## config.mk

```make
export PLATFORM = sky130hd
export DESIGN_NAME = count_pwm_gen
export DESIGN_NICKNAME = d
export VERILOG_FILES = /design/src/rtl/count_pwm_gen_pkg.sv /design/src/rtl/wrap_detect.sv /design/src/rtl/count_pwm_gen.sv
export SDC_FILE = /design/constraint.sdc
export NUM_CORES = 1
export LEC_CHECK = 0
export BUFFER_PORTS_ARGS = -buffer_cell sky130_fd_sc_hd__buf_2
export CAP_MARGIN = 20
export CELL_PAD_IN_SITES_DETAIL_PLACEMENT = 1
export CELL_PAD_IN_SITES_GLOBAL_PLACEMENT = 1
export CORE_MARGIN = 4
export CORE_UTILIZATION = 38
export CTS_CLUSTER_DIAMETER = 150
export DETAILED_ROUTE_END_ITERATION = 7
export PLACE_DENSITY_LB_ADDON = 0.1
export SLEW_MARGIN = 15
export SYNTH_ARGS = -nofsm -noshare
export SYNTH_HDL_FRONTEND = slang
export SYNTH_SLANG_ARGS = --single-unit
```

## constraint.sdc

```tcl
create_clock -name clk -period 2.7 [get_ports clk]
set_input_delay 0.54 -clock clk [delete_from_list [all_inputs] [get_ports clk]]
set_output_delay 0.54 -clock clk [all_outputs]
set_load 0.02 [all_outputs]
```

## src/rtl/count_pwm_gen_pkg.sv

```systemverilog
// Shared constants and FSM encoding for the count-driven PWM generator.
// Used by the RTL and its testbench.
package count_pwm_gen_pkg;

  localparam int unsigned DefWidth = 4;
  localparam int unsigned DefPcntW = 8;

  typedef enum logic {
    StSync = 1'b0,
    StRun  = 1'b1
  } state_e;

endpackage

```

## src/rtl/wrap_detect.sv

```systemverilog
// Registers the upstream count and flags a wrap (return to zero from any nonzero value).
// count_q resets to 0 so a count held at 0 never looks like a wrap.
module wrap_detect #(
  parameter int unsigned WIDTH = 4
) (
  input  logic             clk,
  input  logic             rst,
  input  logic [WIDTH-1:0] count,
  output logic             wrap
);

  logic [WIDTH-1:0] r_count_q;

  always_ff @(posedge clk) begin
    if (rst) begin
      r_count_q <= '0;
    end else begin
      r_count_q <= count;
    end
  end

  assign wrap = (count == '0) && (r_count_q != '0);

endmodule

```

## src/rtl/count_pwm_gen.sv

```systemverilog
// PWM generator slaved to an upstream free-running counter; duty updates take
// effect only at counter wraps so a period is never glitched.
module count_pwm_gen
  import count_pwm_gen_pkg::*;
#(
  parameter int unsigned WIDTH  = DefWidth,
  parameter int unsigned PCNT_W = DefPcntW
) (
  input  logic              clk,
  input  logic              rst,
  input  logic [WIDTH-1:0]  count,
  input  logic [WIDTH-1:0]  duty_in,
  input  logic              duty_wr,
  output logic              pwm_out,
  output logic              wrap_pulse,
  output logic [WIDTH-1:0]  duty_active,
  output logic [PCNT_W-1:0] period_cnt,
  output logic              synced
);

  localparam logic [PCNT_W-1:0] PcntMax = '1;

  logic              w_wrap;
  state_e            r_state;
  state_e            w_state_next;
  logic              w_pwm_en;
  logic              w_synced;

  logic [WIDTH-1:0]  r_duty_active;
  logic [WIDTH-1:0]  w_duty_next;
  logic [WIDTH-1:0]  r_duty_pend;
  logic [WIDTH-1:0]  w_duty_pend_next;
  logic              r_pend;
  logic              w_pend_next;

  logic              r_pwm;
  logic              r_wrap_pulse;
  logic [PCNT_W-1:0] r_period_cnt;

  wrap_detect #(
    .WIDTH (WIDTH)
  ) u_wrap_detect (
    .clk   (clk),
    .rst   (rst),
    .count (count),
    .wrap  (w_wrap)
  );

  always_ff @(posedge clk) begin
    if (rst) begin
      r_state <= StSync;
    end else begin
      r_state <= w_state_next;
    end
  end

  always_comb begin
    w_state_next = r_state;
    unique case (r_state)
      StSync:  if (w_wrap) w_state_next = StRun;
      StRun:   w_state_next = StRun;
      default: w_state_next = StSync;
    endcase
  end

  // PWM is enabled from the wrap cycle itself so count 0 of the first period is covered.
  always_comb begin
    w_synced = (r_state == StRun);
    w_pwm_en = (w_state_next == StRun);
  end

  // A write coinciding with a wrap goes straight to the active duty.
  always_comb begin
    w_duty_next      = r_duty_active;
    w_duty_pend_next = r_duty_pend;
    w_pend_next      = r_pend;
    if (w_wrap) begin
      w_pend_next = 1'b0;
      if (duty_wr) begin
        w_duty_next = duty_in;
      end else if (r_pend) begin
        w_duty_next = r_duty_pend;
      end
    end else if (duty_wr) begin
      w_pend_next      = 1'b1;
      w_duty_pend_next = duty_in;
    end
  end

  always_ff @(posedge clk) begin
    if (rst) begin
      r_duty_active <= '0;
      r_duty_pend   <= '0;
      r_pend        <= 1'b0;
      r_pwm         <= 1'b0;
      r_wrap_pulse  <= 1'b0;
      r_period_cnt  <= '0;
    end else begin
      r_duty_active <= w_duty_next;
      r_duty_pend   <= w_duty_pend_next;
      r_pend        <= w_pend_next;
      r_pwm         <= w_pwm_en && (count < w_duty_next);
      r_wrap_pulse  <= w_wrap;
      if (w_wrap && (r_period_cnt != PcntMax)) begin
        r_period_cnt <= r_period_cnt + 1'b1;
      end
    end
  end

  assign pwm_out     = r_pwm;
  assign wrap_pulse  = r_wrap_pulse;
  assign duty_active = r_duty_active;
  assign period_cnt  = r_period_cnt;
  assign synced      = w_synced;

endmodule

```

==> impl_metrics.env, run 1 <==
export IMPL_ctsHoldBuffers=0
export IMPL_p_seq_frac=0.593
export IMPL_period_minus_slack_ns=2.28
export IMPL_ys_ff_latch=24
export IMPL_p_int_mw=0.474
export IMPL_hpwl_mm=1.96
export IMPL_hold_path_class="in -> reg"
export IMPL_slowest_stage="or4_4"
export IMPL_slew_violations=0
export IMPL_netSwitchingFraction=0.242
export IMPL_tns_ns=0
export IMPL_p_sw_mw=0.152
export IMPL_start_util=0.412
export IMPL_die_h_um=60.7
export IMPL_fmax_mhz=438
export IMPL_cts_tree="yes"
export IMPL_r2r_setup_slack_ns=0.59
export IMPL_routed_wl_mm=2.59
export IMPL_synth_nets=134
export IMPL_ir_drop_v=0.000354
export IMPL_clk_latency_ns=0.31
export IMPL_avgSynthCellArea_um2=8.88
export IMPL_gp_congestion=0.711
export IMPL_clk_path_buf_depth=2
export IMPL_rsz0062_at_grt="no"
export IMPL_drt_wirelength_per_cell_um=14.8
export IMPL_grt_max_degree=25
export IMPL_worst_pin_slew_ns=0.955
export IMPL_slowest_delay_ns=0.57
export IMPL_grt_pass1_vias=954
export IMPL_io_buffers=25
export IMPL_diodes=0
export IMPL_avgViaCountPerCell=5.48
export IMPL_startpoint_type="input pin"
export IMPL_layout_drive_gt1_share=0.255
export IMPL_crit_fanout=5
export IMPL_core_area_mm2=0.00257
export IMPL_syn_to_final_growth_pct=18.0
export IMPL_finalSetupViolCount=0
export IMPL_ios=26
export IMPL_status="finished, final reports clean"
export IMPL_cts_sinks=24
export IMPL_netlist_area_mm2=0.00106
export IMPL_grt_usage=0.159
export IMPL_vias=959
export IMPL_rr_worst_depth=7
export IMPL_min_path_cells=3
export IMPL_yosysUniqueCellTypes=31
export IMPL_relSlewSlack=0.361
export IMPL_holdWs_ns=0.470
export IMPL_syn_inst=119
export IMPL_cp_depth=8
export IMPL_cp_required_ns=2.96
export IMPL_dieArea_mm2=0.00369
export IMPL_drt_initial_drc_count=39
export IMPL_antenna_left=0
export IMPL_p_per_area_mw_per_mm2=501
export IMPL_detailedRoute_firstPassIterationCount=4
export IMPL_ys_warn_count=0
export IMPL_final_nets=161
export IMPL_worstSetupEndpointType="register"
export IMPL_fin_crit_sh=0.845
export IMPL_drc_errors=0
export IMPL_arrival_ns=2.54
export IMPL_fin_skew_ns=0.00344
export IMPL_hold_viol=0
export IMPL_cap_viol_max_count=0
export IMPL_htree_levels=1
export IMPL_antenna_found_initial=0
export IMPL_cts_root_buf="clkbuf_4"
export IMPL_crit_type="in -> reg"
export IMPL_critical_path_top_delay_family="simple AND/OR/NAND/NOR gates"
export IMPL_dieWidth_um=60.7
export IMPL_path_clk_slew_ns=0.13
export IMPL_cts_buffers=3
export IMPL_clkPwrFrac=0.301
export IMPL_rows=18
export IMPL_cp_num_buf_inv=1
export IMPL_post_cts_setup_buffers=0
export IMPL_yosysSeqAreaShare=0.454
export IMPL_grt_pass1_wl_mm=4.40
export IMPL_leakagePower_nw=0.523
export IMPL_pwr_share_comb=0.105
export IMPL_cp_cell_sequence="buf_2 > or4_4 > nor3_1 > o22ai_1 > ha_1 > a211oi_1 > nand3_1 > o21ai_1"
export IMPL_grt_overflow=0
export IMPL_cts_resized=0
[cell families (layout without fill, tap and decap cells)]
kind of cell | count (synthesis) | in the layout | synth area share
XOR/XNOR | 1 | 1 | 0.00829
buffers and inverters | 8 | 34 | 0.0296
flip-flops | 24 | 24 | 0.454
multiplexers | 5 | 5 | 0.0473
adder cells (fa/ha/maj) | 4 | 4 | 0.0473
AO/OA/AOI/OAI | 27 | 27 | 0.157
AND/OR/NAND/NOR | 50 | 50 | 0.256
[final timing paths]
path / startpoint / end
max: count[0] / pwm_out
min: duty_in[0] / r_duty_pend[0]
max reg2reg: u_wrap_detect.r_count_q[1] / pwm_out
min reg2reg: synced / synced
[Yosys cell counts]
cell type / n / area, um2
dfxtp_1: 24 / 480
nor2_1: 15 / 56.3
a21oi_1: 9 / 45.0
nand2_1: 8 / 30.0
o21ai_0: 6 / 30.0
mux2i_1: 5 / 50.1
nand3_1: 5 / 25.0
or3_1: 5 / 31.3
ha_1: 4 / 50.1
inv_1: 4 / 15.0
nor2b_1: 4 / 25.0
clkbuf_1: 3 / 11.3
o21ai_1: 3 / 15.0
a22oi_2: 2 / 25.0
nor3_1: 2 / 10.0
nor3b_1: 2 / 15.0
o211ai_1: 2 / 15.0
o22ai_1: 2 / 12.5
or4_1: 2 / 15.0
a211oi_1: 1 / 7.51
and4_1: 1 / 8.76
buf_2: 1 / 5.00
nand4_1: 1 / 6.26
nor4_1: 1 / 6.26
nor4_2: 1 / 12.5
o21ai_2: 1 / 8.76
o31ai_1: 1 / 7.51
or2_2: 1 / 6.26
or3_4: 1 / 11.3
or4_4: 1 / 11.3
xor2_1: 1 / 8.76
[cell type report]
class | count | area [um2]
Fill cell | 329 | 1320
Multi-Input combinational cell | 87 | 546
Sequential cell | 24 | 480
Timing Repair Buffer | 26 | 133
Tap cell | 30 | 37.5
Clock buffer | 4 | 36.3
Inverter | 4 | 15.0
[stage by stage]
step,utilization,power (mW),worst slack [ns],instance area (um2),instances
finish,0.486,0.625,0.419,1250,175
floorplan,-,0.419,0.415,1060,119
global route,0.486,0.652,0.332,1250,175
global placement,0.472,0.442,0.217,1210,171
CTS,0.486,0.631,0.434,1250,175
detailed placement,0.472,0.446,0.0876,1210,171
[power groups by stage]
stage / combinational, mW / clock (mW) / sequential (mW)
6_report: 0.0659 / 0.188 / 0.371
5_1_grt: 0.0746 / 0.205 / 0.373
4_1_cts: 0.0670 / 0.193 / 0.371
3_5_place_dp: 0.0666 / 0 / 0.379
3_3_place_gp: 0.0639 / 0 / 0.378
2_1_floorplan: 0.0385 / 0 / 0.380
[worst reg2reg max path: stages, from the launching register on]
cell and delay, ns:
dfxtp_1 0.33, or4_1 0.54, nand2_1 0.17, o22ai_1 0.13
ha_1 0.31, a211oi_1 0.32, nand3_1 0.13, o21ai_1 0.13
[cell usage in the layout, fill, tap and decap left out, types with 2 or more instances in the layout]
cell type / n
dfxtp_1: 24
nor2b_1: 4
o211ai_1: 2
nand2_1: 8
clkbuf_4: 3
mux2i_1: 5
nor3b_1: 2
nand3_1: 5
nor3_1: 2
a21oi_1: 9
o21ai_0: 6
o21ai_1: 3
nor2_1: 15
inv_1: 4
o22ai_1: 2
or4_1: 2
or3_1: 5
a22oi_2: 2
ha_1: 4
buf_2: 25
[metal layers]
| metal | track usage | wire (um) | up-vias |
|---|---|---|---|
| met3 | 0.0511 | 134 | 2 |
| li1 | - | - | 480 |
| met5 | 0 | 0 | - |
| met4 | 0.0279 | 16 | 0 |
| met2 | 0.260 | 1230 | 21 |
| met1 | 0.209 | 1210 | 456 |
[registers in the layout, indices dropped and copies added (netlist names)]
| register | count |
|---|---|
| u_wrap_detect.r_count_q | 4 |
| r_pend | 1 |
| wrap_pulse | 1 |
| synced | 1 |
| pwm_out | 1 |
| duty_active | 4 |
| period_cnt | 8 |
| r_duty_pend | 4 |
Power figures use the tool's default switching activity.
==> run 2, diff against run 1 <==
--- a/config.mk
+++ b/config.mk
@@ -10,7 +10,7 @@
 export CELL_PAD_IN_SITES_DETAIL_PLACEMENT = 1
 export CELL_PAD_IN_SITES_GLOBAL_PLACEMENT = 1
 export CORE_MARGIN = 4
-export CORE_UTILIZATION = 38
+export CORE_UTILIZATION = 34
 export CTS_CLUSTER_DIAMETER = 150
 export DETAILED_ROUTE_END_ITERATION = 7
 export PLACE_DENSITY_LB_ADDON = 0.1
==> constraint.sdc (replaced) <==
create_clock -name clk -period 1.84 [get_ports clk]
set_input_delay 0.368 -clock clk [delete_from_list [all_inputs] [get_ports clk]]
set_output_delay 0.368 -clock clk [all_outputs]
set_load 0.02 [all_outputs]
==> impl_metrics.env, run 2 (synthesized netlist as in run 1, its figures left out) <==
export IMPL_status="finished with violations"
export IMPL_violations="negative setup slack"
export IMPL_final_nets=188
export IMPL_hold_path_class="in -> reg"
export IMPL_pwr_share_comb=0.172
export IMPL_drc_errors=0
export IMPL_ctsHoldBuffers=0
export IMPL_grt_pass1_wl_mm=5.31
export IMPL_rows=19
export IMPL_cts_tree="yes"
export IMPL_io_buffers=25
export IMPL_placed_area_mm2=0.00138
export IMPL_layout_drive_gt1_share=0.448
export IMPL_finalSetupViolCount=1
export IMPL_hpwl_mm=2.27
export IMPL_antenna_left=0
export IMPL_p_sw_mw=0.258
export IMPL_grt_overflow=0
export IMPL_fin_crit_sh=1.08
export IMPL_htree_levels=1
export IMPL_diodes=0
export IMPL_netSwitchingFraction=0.258
export IMPL_p_int_mw=0.743
export IMPL_startpoint_type="input pin"
export IMPL_largest_reg_flops=8
export IMPL_arrival_ns=2.24
export IMPL_tns_ns=-0.153
export IMPL_ios=26
export IMPL_routed_wl_mm=3.34
export IMPL_core_area_mm2=0.00285
export IMPL_crit_type="in -> reg"
export IMPL_p_per_area_mw_per_mm2=627
export IMPL_cts_root_buf="clkbuf_4"
export IMPL_avgViaCountPerCell=5.33
export IMPL_rsz0062_at_grt="yes"
export IMPL_worstSetupEndpointType="register"
export IMPL_period_minus_slack_ns=1.99
export IMPL_gp_congestion=0.818
export IMPL_start_util=0.371
export IMPL_cp_cell_sequence="buf_6 > or4_4 > nor3_4 > o22ai_4 > ha_4 > a211oi_4 > nand3_1 > o21ai_1"
export IMPL_clk_path_buf_depth=2
export IMPL_vias=1081
export IMPL_slowest_delay_ns=0.57
export IMPL_grt_max_degree=25
export IMPL_relSlewSlack=0.686
export IMPL_fmax_mhz=502
export IMPL_grt_usage=0.163
export IMPL_power_mw=1.00
export IMPL_antenna_found_initial=0
export IMPL_drt_wirelength_per_cell_um=16.5
export IMPL_drt_initial_drc_count=29
export IMPL_cp_required_ns=2.09
export IMPL_dieArea_mm2=0.00407
export IMPL_slew_violations=0
export IMPL_syn_to_final_growth_pct=51.0
export IMPL_crit_fanout=4
export IMPL_detailedRoute_firstPassIterationCount=4
export IMPL_hold_viol=0
export IMPL_fin_skew_ns=0.00540
export IMPL_worst_pin_slew_ns=0.471
export IMPL_layout_common_cells="24 x buf_2, 23 x buf_4, 22 x dfxtp_1"
export IMPL_die_h_um=63.8
export IMPL_clk_latency_ns=0.31
export IMPL_cts_buffers=3
export IMPL_fillCellCount=337
export IMPL_leakagePower_nw=0.689
export IMPL_p_seq_frac=0.547
export IMPL_dieWidth_um=63.8
export IMPL_cts_sinks=24
export IMPL_grt_pass1_vias=1126
export IMPL_fin_area_mm2=0.00160
export IMPL_slowest_stage="or4_4"
export IMPL_clkPwrFrac=0.281
export IMPL_path_clk_slew_ns=0.13
export IMPL_cap_viol_max_count=0
export IMPL_layout_commonest_cell="buf_2"
export IMPL_finalWorstSetupSlack_ns=-0.153
export IMPL_ir_drop_v=0.000342
run 2: changes by cell type in the layout (fill, tap and decap cells not counted), moves of 2 or more:
cell,delta
dfxtp_1,-2
ha_1,-3
ha_4,+3
buf_6,+6
buf_4,+22
o22ai_1,-2
o22ai_4,+2
nand2_1,-2
dfxtp_2,+2
run 2: repair_timing:
item	CTS	global route
gates resized for setup	13	11
setup buffers	3	3
pin swaps	9	12
setup endpoints to repair	2	8
run 2: layout make-up:
class	instances	area [um2]	area share
clock buffers	4	36.3	0.0227
inverters	4	15.0	0.00940
multi-input cells	87	663	0.415
flip-flops and latches	24	483	0.303
well taps	31	38.8	0.0243
repair buffers	53	360	0.226
run 2: power by group through the flow:
| stage | logic (mW) | registers, mW | clock network (mW) |
|---|---|---|---|
| global placement | 0.122 | 0.555 | 0 |
| finish | 0.172 | 0.548 | 0.281 |
| CTS | 0.146 | 0.546 | 0.294 |
| detailed placement | 0.127 | 0.556 | 0 |
| global route | 0.188 | 0.550 | 0.322 |
| floorplan | 0.0592 | 0.558 | 0 |
run 2: through the flow:
stage	cells	worst slack (ns)	utilization	hold slack [ns]
6_report	203	-0.153	0.560	0.302
5_1_grt	203	-0.198	0.560	0.287
4_1_cts	200	-0.0523	0.529	0.296
3_5_place_dp	193	-0.396	0.485	0.493
3_3_place_gp	193	-0.301	0.485	0.469
2_1_floorplan	119	-0.152	-	0.440
run 2: layer usage:
metal  track usage  share of wire  up-vias  wire length, um
li1              -              -      532                -
met1         0.201           0.45      518             1490
met2         0.295           0.50       25             1670
met3        0.0263          0.037        6              124
met4        0.0431          0.016        0               53
met5             0              0        -                0
run 2: worst max-delay path, delay by kind of cell:
kind	cells	cell delay, ns
and+or+nand+nor	3	0.99
AOI/OAI and AO/OA	3	0.53
adders and majority gates	1	0.25
buffers and inverters	1	0.09
run 2: final timing paths:
| check | slack (ns) | endpoint | depth (start not counted) | from |
|---|---|---|---|---|
| worst min-delay path | 0.30 | r_duty_pend[0] | 3 | duty_in[0] |
| worst max register to register | -0.08 | pwm_out | 7 | u_wrap_detect.r_count_q[1] |
| worst min register to register | 0.51 | period_cnt[7] | 2 | period_cnt[7] |
| worst max-delay path | -0.15 | pwm_out | 8 | count[1] |
==> run 3, diff against run 2 <==
--- a/config.mk
+++ b/config.mk
@@ -10,7 +10,7 @@
 export CELL_PAD_IN_SITES_DETAIL_PLACEMENT = 1
 export CELL_PAD_IN_SITES_GLOBAL_PLACEMENT = 1
 export CORE_MARGIN = 4
-export CORE_UTILIZATION = 34
+export CORE_UTILIZATION = 38
 export CTS_CLUSTER_DIAMETER = 150
 export DETAILED_ROUTE_END_ITERATION = 7
 export PLACE_DENSITY_LB_ADDON = 0.1
==> constraint.sdc (replaced) <==
create_clock -name clk -period 2.2 [get_ports clk]
set_input_delay 0.44 -clock clk [delete_from_list [all_inputs] [get_ports clk]]
set_output_delay 0.44 -clock clk [all_outputs]
set_load 0.02 [all_outputs]
==> impl_metrics.env, run 3 (synthesized netlist as in run 1, its figures left out) <==
export IMPL_grt_pass1_vias=1073
export IMPL_detailedRoute_firstPassIterationCount=4
export IMPL_ios=26
export IMPL_crit_fanout=5
export IMPL_worstSetupEndpointType="register"
export IMPL_leakagePower_nw=0.586
export IMPL_layout_common_cells="25 x buf_2, 24 x dfxtp_1, 15 x nor2_1"
export IMPL_rr_worst_depth=7
export IMPL_dieWidth_um=60.7
export IMPL_crit_type="in -> reg"
export IMPL_grt_usage=0.184
export IMPL_layout_commonest_cell="buf_2"
export IMPL_drt_wirelength_per_cell_um=15.0
export IMPL_dieArea_mm2=0.00369
export IMPL_worst_pin_slew_ns=0.454
export IMPL_min_path_cells=3
export IMPL_relSlewSlack=0.695
export IMPL_grt_max_degree=25
export IMPL_vias=1024
export IMPL_hold_viol=0
export IMPL_rows=18
export IMPL_routed_wl_mm=2.81
export IMPL_io_buffers=25
export IMPL_drc_errors=0
export IMPL_diodes=0
export IMPL_cp_num_buf_inv=1
export IMPL_power_mw=0.874
export IMPL_cts_buffers=3
export IMPL_critical_path_top_delay_family="simple AND/OR/NAND/NOR gates"
export IMPL_rsz0062_at_grt="no"
export IMPL_slew_violations=0
export IMPL_fin_skew_ns=0.00759
export IMPL_finalSetupViolCount=0
export IMPL_avgViaCountPerCell=5.48
export IMPL_core_area_mm2=0.00257
export IMPL_holdWs_ns=0.381
export IMPL_cp_depth=8
export IMPL_status="finished, final reports clean"
export IMPL_layout_drive_gt1_share=0.325
export IMPL_hold_path_class="in -> reg"
export IMPL_clk_latency_ns=0.32
export IMPL_path_clk_slew_ns=0.14
export IMPL_grt_overflow=0
export IMPL_htree_levels=1
export IMPL_p_per_area_mw_per_mm2=641
export IMPL_cts_root_buf="clkbuf_4"
export IMPL_cp_cell_sequence="buf_2 > or4_4 > nor3_2 > o22ai_1 > ha_1 > a211oi_2 > nand3_1 > o21ai_1"
export IMPL_fin_crit_sh=0.926
export IMPL_hpwl_mm=2.18
export IMPL_arrival_ns=2.30
export IMPL_final_nets=173
export IMPL_cp_required_ns=2.47
export IMPL_cts_tree="yes"
export IMPL_dp_slack_ns=-0.322
export IMPL_fmax_mhz=491
export IMPL_antenna_found_initial=0
export IMPL_startpoint_type="input pin"
export IMPL_slowest_stage="or4_4"
export IMPL_slowest_delay_ns=0.57
export IMPL_largest_reg_flops=8
export IMPL_fin_util=0.531
export IMPL_cap_viol_max_count=0
export IMPL_antenna_left=0
export IMPL_finalWorstSetupSlack_ns=0.163
export IMPL_ir_drop_v=0.000445
export IMPL_drt_initial_drc_count=52
export IMPL_period_minus_slack_ns=2.04
export IMPL_clk_path_buf_depth=2
export IMPL_start_util=0.412
export IMPL_cts_sinks=24
export IMPL_grt_pass1_wl_mm=4.98
export IMPL_gp_congestion=0.746
export IMPL_syn_to_final_growth_pct=29.0
export IMPL_die_h_um=60.7
run 3: changes by cell type in the layout (fill, tap and decap cells not counted), moves of 3 or more:
cell | previous run | this run
buf_4 | 23 | 13
buf_6 | 6 | 0
ha_1 | 1 | 4
ha_4 | 3 | 0
run 3: what timing repair did:
action	in CTS	in global routing
hold buffers	0	0
setup buffers	0	0
gates resized for setup	0	2
setup endpoints to repair	0	1
run 3: power by group:
| part | internal, mW | switching (mW) |
|---|---|---|
| Combinational | 0.0423 | 0.0533 |
| Clock | 0.184 | 0.138 |
| Sequential | 0.448 | 0.00831 |
run 3: layout make-up:
type	instances	area [um2]
inverter	4	15.0
timing repair buffer	38	223
clock inverter	1	30.0
clock buffer	3	22.5
multi-input combinational	87	556
tap	30	37.5
sequential	24	480
fill	319	1200
run 3: path summary, 6_finish.rpt:
check                              from             end  slack [ns]
max                            count[0]         pwm_out        0.16
min reg2reg                      synced          synced        0.49
max reg2reg  u_wrap_detect.r_count_q[1]         pwm_out        0.21
min                          duty_in[1]  r_duty_pend[1]        0.38
run 3: tightest hold or removal path: stages:
cell and delay [ns]:
buf_2 0.09, mux2i_1 0.06, nor2_1 0.09
run 3: metrics by stage:
| step | std cells | instance area, um2 | setup TNS [ns] |
|---|---|---|---|
| floorplan | 119 | 1060 | 0 |
| global placement | 183 | 1300 | -0.154 |
| detailed placement | 183 | 1300 | -0.322 |
| CTS | 187 | 1350 | 0 |
| global route | 187 | 1360 | 0 |
| finish | 187 | 1360 | 0 |
run 3: layer usage:
layer / global-route usage / routed length (um)
met1: 0.231 / 1250
met2: 0.316 / 1420
met3: 0.0340 / 122
met4: 0.0650 / 16
met5: 0 / 0
